==> config.mk <==
export PLATFORM = sky130hd
export DESIGN_NAME = rot_seq_ctrl
export DESIGN_NICKNAME = d
export VERILOG_FILES = /design/src/rtl/rot_seq_ctrl.sv
export SDC_FILE = /design/constraint.sdc
export NUM_CORES = 1
export LEC_CHECK = 0
export BUFFER_PORTS_ARGS = -buffer_cell sky130_fd_sc_hd__buf_2
export CORE_MARGIN = 2
export CORE_UTILIZATION = 40
export CTS_CLUSTER_SIZE = 28
export DETAILED_ROUTE_END_ITERATION = 10
export GPL_ROUTABILITY_DRIVEN = 0
export GPL_TIMING_DRIVEN = 1
export PLACE_DENSITY_LB_ADDON = 0.15
export SLEW_MARGIN = 0
export SYNTH_ARGS = -nofsm -noshare
export SYNTH_HDL_FRONTEND = slang
export SYNTH_SLANG_ARGS = --single-unit
==> constraint.sdc <==
create_clock -name clk -period 2.25 [get_ports clk]
set_input_delay 0 -clock clk [delete_from_list [all_inputs] [get_ports clk]]
set_output_delay 0 -clock clk [all_outputs]
set_load 0.02 [all_outputs]
==> src/rtl/rot_seq_ctrl.sv <==
`default_nettype none
// ============================================================================
//  Module   : rot_seq_ctrl
//  Purpose  : Sequencer for the serial-to-parallel rotation datapath. Each
//             "parallel word ready" pulse loads a word through the input
//             mux. The rotation amount is then stepped up or down for ROUNDS
//             cycles, and a single demux strobe releases the result. A
//             one-deep pending slot accepts back-to-back words, and a request
//             that arrives while the slot is full is dropped and flagged.
//  Ports    : clk          - system clock, rising edge
//             rst          - asynchronous active-high reset
//             s_p_flag_in  - single-cycle "parallel word ready" pulse
//             dir          - direction sampled with s_p_flag_in (0 up, 1 down)
//             mux_flag     - 1 selects the new word, 0 selects feedback
//             rotation     - current rotation amount (mod 2^ROT_W)
//             demux_flag   - one-cycle result-valid strobe per word
//             busy         - word in flight (LOAD, ROTATE or FLUSH)
//             overrun      - one-cycle pulse when a request is dropped
//  Revision : 1.0 - initial release
// ============================================================================
module rot_seq_ctrl #(
    parameter int ROT_W    = 3,
    parameter int ROUNDS   = 8,
    parameter int ROT_STEP = 1
) (
    input  logic             clk,
    input  logic             rst,
    input  logic             s_p_flag_in,
    input  logic             dir,
    output logic             mux_flag,
    output logic [ROT_W-1:0] rotation,
    output logic             demux_flag,
    output logic             busy,
    output logic             overrun
);

    localparam int               CNT_W    = $clog2(ROUNDS + 1);
    localparam logic [CNT_W-1:0] c_ROUNDS = CNT_W'(ROUNDS);
    localparam logic [ROT_W-1:0] c_STEP   = ROT_W'(ROT_STEP);

    typedef enum logic [1:0] {
        ST_IDLE   = 2'd0,
        ST_LOAD   = 2'd1,
        ST_ROTATE = 2'd2,
        ST_FLUSH  = 2'd3
    } state_t;

    state_t           r_state;
    logic [CNT_W-1:0] r_cnt;
    logic             r_cur_dir;
    logic             r_pend;
    logic             r_pend_dir;
    logic             r_mux;
    logic [ROT_W-1:0] r_rot;
    logic             r_demux;
    logic             r_busy;
    logic             r_overrun;

    // Rotation is 0 while in LOAD. The same step expression therefore
    // produces round 1 on leaving LOAD and every later round in ROTATE.
    // Wrap-around is plain modulo truncation.
    logic [ROT_W-1:0] w_rot_next;
    assign w_rot_next = r_cur_dir ? (r_rot - c_STEP) : (r_rot + c_STEP);

    always_ff @(posedge clk or posedge rst) begin
        if (rst) begin
            r_state    <= ST_IDLE;
            r_cnt      <= '0;
            r_cur_dir  <= 1'b0;
            r_pend     <= 1'b0;
            r_pend_dir <= 1'b0;
            r_mux      <= 1'b0;
            r_rot      <= '0;
            r_demux    <= 1'b0;
            r_busy     <= 1'b0;
            r_overrun  <= 1'b0;
        end else begin
            r_overrun <= 1'b0;

            // Pending-slot capture while mid-word. FLUSH manages the slot
            // itself, because it may consume and refill the slot in the
            // same cycle.
            if ((r_state == ST_LOAD || r_state == ST_ROTATE) && s_p_flag_in) begin
                if (!r_pend) begin
                    r_pend     <= 1'b1;
                    r_pend_dir <= dir;
                end else begin
                    r_overrun <= 1'b1;
                end
            end

            case (r_state)
                ST_IDLE: begin
                    if (s_p_flag_in) begin
                        r_state   <= ST_LOAD;
                        r_cur_dir <= dir;
                        r_mux     <= 1'b1;
                        r_rot     <= '0;
                        r_busy    <= 1'b1;
                        r_demux   <= 1'b0;
                    end
                end

                ST_LOAD: begin
                    r_state <= ST_ROTATE;
                    r_cnt   <= CNT_W'(1);
                    r_mux   <= 1'b0;
                    r_rot   <= w_rot_next;
                end

                ST_ROTATE: begin
                    if (r_cnt == c_ROUNDS) begin
                        // Rotation holds its final-round value through FLUSH.
                        r_state <= ST_FLUSH;
                        r_demux <= 1'b1;
                    end else begin
                        r_cnt <= r_cnt + CNT_W'(1);
                        r_rot <= w_rot_next;
                    end
                end

                ST_FLUSH: begin
                    r_demux <= 1'b0;
                    if (r_pend || s_p_flag_in) begin
                        r_state   <= ST_LOAD;
                        r_mux     <= 1'b1;
                        r_rot     <= '0;
                        // The queued request is served first. A same-cycle
                        // pulse refills the slot just freed, so it is not an
                        // overrun.
                        r_cur_dir <= r_pend ? r_pend_dir : dir;
                        r_pend    <= r_pend && s_p_flag_in;
                        if (r_pend && s_p_flag_in) begin
                            r_pend_dir <= dir;
                        end
                    end else begin
                        r_state <= ST_IDLE;
                        r_rot   <= '0;
                        r_busy  <= 1'b0;
                    end
                end

                default: begin
                    r_state <= ST_IDLE;
                    r_mux   <= 1'b0;
                    r_rot   <= '0;
                    r_demux <= 1'b0;
                    r_busy  <= 1'b0;
                end
            endcase
        end
    end

    assign mux_flag   = r_mux;
    assign rotation   = r_rot;
    assign demux_flag = r_demux;
    assign busy       = r_busy;
    assign overrun    = r_overrun;

endmodule
`default_nettype wire

==> metrics.txt <==
Die X=53.2 um; max frequency=540 MHz; arrival time at the worst endpoint=2.02 ns; port bufs=10; clk slew on worst S/H paths=0.10 ns; Post-Syn Area=970 um^2; layout cells sized above 1=20.7%; vias in the first global route=604; crit path cell chain=inv_1, ha_1, inv_1, o21ai_2, nand2_2, mux2_4; WP data required=2.42 ns; Filler cells=about 240; fin crit period=roughly 1.9 ns; Core Area=0.00225 mm^2; Mapped Cells=slightly below 100; net switching power=0.664 mW; CTS tree=built; antenna violations before repair=0; Post-CTS Resized=0; WL per Instance=12.1 um; GR Overflow Total=0; clock root cell=clkbuf_4; pin count of the biggest net entering global routing=17; top post-synthesis cells by area=dfrtp_1 41%, ha_1 10%, inv_1 5.0%, nand2_1 4.3%, o21ai_0 4.1%; GRT Overall Usage=14.3%; htree depth=1; drt pass-1 iters=4; Slew Viols, Final=0; Reg power frac=33.6%; post-synth top area share=41.3%; Rows=17; setup_tns=0 ns; multi-input logic area=497 um^2; Area Growth Syn to Fin=10.7%; I/O pin total=11; Most Frequent Cell on Critical Path=inv_1; maximum vdd drop=0.000632 V; DIE AREA=0.00283 mm^2; outcome=finished, final reports clean; final setup vio count=0; Max clock buf depth=2; global-route wire length before repair=2.79 mm; final hold slack=0.0843 ns; PwrDens=1370 mW/mm^2; Vias/cell=4.94; switching portion of total power=between 40% and 50%; Post-CTS Setup Bufs=0; Final HPWL DP=1.28 mm; YS warnings=0; drc violations=0; combinational power share=between 50% and 60%; cell taking the most area after synthesis=dfrtp_1; Clock power frac=10.4%; Tightest Pin Transition=0.599 ns; Startpoint Class=register; CP Buf/Inv Count=2; antenna violation net count after detailed routing=0; critical path's top delay family=adder cells; DR vias=686; total CTS buffers=3; Synth cell types=34; Antenna Cells=0; unrepaired setup endpoints after global routing=no; critical path class=reg -> reg; max-slew headroom at the worst pin=60.0%; Worst Skew=0.00939 ns; Die Y=53.2 um; Max-cap violations=0; Static Leak=around 0.54 nW; synthesized flop and latch total=16; crit-path max FO=11; nets=126; worst min path class=in -> reg; Worst path slowest cell=ha_1; Tcrit/Tclk final=82.3%; clock sink count=16; Initial Util=43.0%; Crit path largest cell delay=about 0.49 ns; endpoints failing hold=0; drt first-iter violations=7; Pint=around 0.81 mW; Clk Latency, worst-skew pair=0.29 ns; syn_area_per_cell=9.79 um^2; Seq/Total Area, Yosys=approximately two fifths; Mapped Nets=112; Register Area=400 um^2; WL final=1.68 mm; hold-fix buffer count after cts=2; Worst setup EP type=register
[synthesized netlist by cell type]
master / n
a21oi_1: 6
a21oi_4: 1
a22o_1: 1
a41oi_1: 1
and2b_4: 1
and3_2: 1
and3_4: 1
buf_2: 1
buf_4: 1
buf_6: 1
dfrtp_1: 16
fa_1: 1
ha_1: 8
inv_1: 13
mux2_4: 1
mux2i_1: 2
nand2_1: 11
nand2_2: 2
nand2b_1: 1
nand3_1: 3
nand3b_1: 1
nand3b_4: 1
nand4b_1: 1
nor2_1: 4
nor2b_1: 1
nor3_1: 1
o21ai_0: 8
o21ai_1: 1
o21ai_2: 2
o221ai_1: 1
o22ai_1: 1
o31ai_1: 2
o32a_1: 1
xnor2_1: 1
[kinds of logic after synthesis]
logic type      count (synthesis)  synth area share [%]
compound gates                 25                  17.2
xor+xnor                        1                 0.903
fa+ha+maj                       9                  12.4
buf+inv                        16                  7.48
flops                          16                  41.3
mux                             3                  3.61
simple gates                   29                  17.2
[through the flow]
step                      setup WS (ns)  area (um^2)  cells  power (mW)  utilization, %
after floorplan                   0.774          970     99        1.16               -
after global placement            0.489         1030    134        1.31            45.7
after detailed placement          0.408         1030    134        1.33            45.7
after CTS                         0.377         1070    139        1.49            47.6
after global routing              0.219         1070    139        1.60            47.6
final                             0.398         1070    139        1.47            47.6
[state kept, by name, summed over array words and instances, names as in the netlist]
name,cells
r_pend,1
overrun,1
r_state,2
demux_flag,1
mux_flag,1
r_pend_dir,1
r_cur_dir,1
rotation,3
busy,1
r_cnt,4
[power by group through the flow]
| stage | clock network [mW] | logic (mW) | registers (mW) |
|---|---|---|---|
| finish | 0.152 | 0.823 | 0.494 |
| global route | 0.168 | 0.921 | 0.515 |
| CTS | 0.161 | 0.836 | 0.496 |
| detailed placement | 0 | 0.831 | 0.503 |
| global placement | 0 | 0.816 | 0.498 |
| floorplan | 0 | 0.615 | 0.542 |
[area by class of cell]
type	count	share of cell area (%)
flip-flops and latches	16	37.3
inverters	13	4.55
well taps	28	3.26
multi-input cells	67	46.3
repair buffers	12	6.53
clock buffers	3	2.10
[layer usage]
layer  up-vias  part of all wire (%)  GRT usage, %
met5         -                     0             0
met4         0                   1.8          8.97
met3         4                   2.4          2.54
met2         8                    46          22.4
met1       316                    49          17.8
li1        358                     -             -
[cell usage in the layout (no fill, tap or decap), drive strengths merged]
master / netlist / routed
clkbuf: 0 / 3
nand3: 3 / 3
a41oi: 1 / 1
fa: 1 / 1
o221ai: 1 / 1
o22ai: 1 / 1
dlygate4sd3: 0 / 2
nor2b: 1 / 1
nand3b: 2 / 2
nand4b: 1 / 1
inv: 13 / 13
o31ai: 2 / 2
and2b: 1 / 1
o21ai: 11 / 11
nor2: 4 / 4
mux2i: 2 / 2
a21oi: 7 / 7
o32a: 1 / 1
dfrtp: 16 / 16
nand2b: 1 / 1
ha: 8 / 8
and3: 2 / 2
a22o: 1 / 1
nand2: 13 / 13
buf: 3 / 10
mux2: 1 / 1
nor3: 1 / 1
xnor2: 1 / 1
[final timing paths]
kind,startpoint,end,slack (ns),cells after the start
min in group asynchronous,rst,r_cnt[2],0.31,3
max reg2reg,r_state[0],r_pend_dir,0.40,6
max,r_state[0],r_pend_dir,0.40,6
min reg2reg,demux_flag,demux_flag,0.50,1
min,s_p_flag_in,r_pend,0.08,3
max in group asynchronous,rst,busy,1.55,3
[worst reg2reg max path, cell delays in order, from the launching register on]
cell     delay [ns]
dfrtp_1        0.45
inv_1          0.11
ha_1           0.49
inv_1          0.16
o21ai_2        0.17
nand2_2        0.07
mux2_4         0.29
No activity file was read; power rests on OpenSTA's default activity.
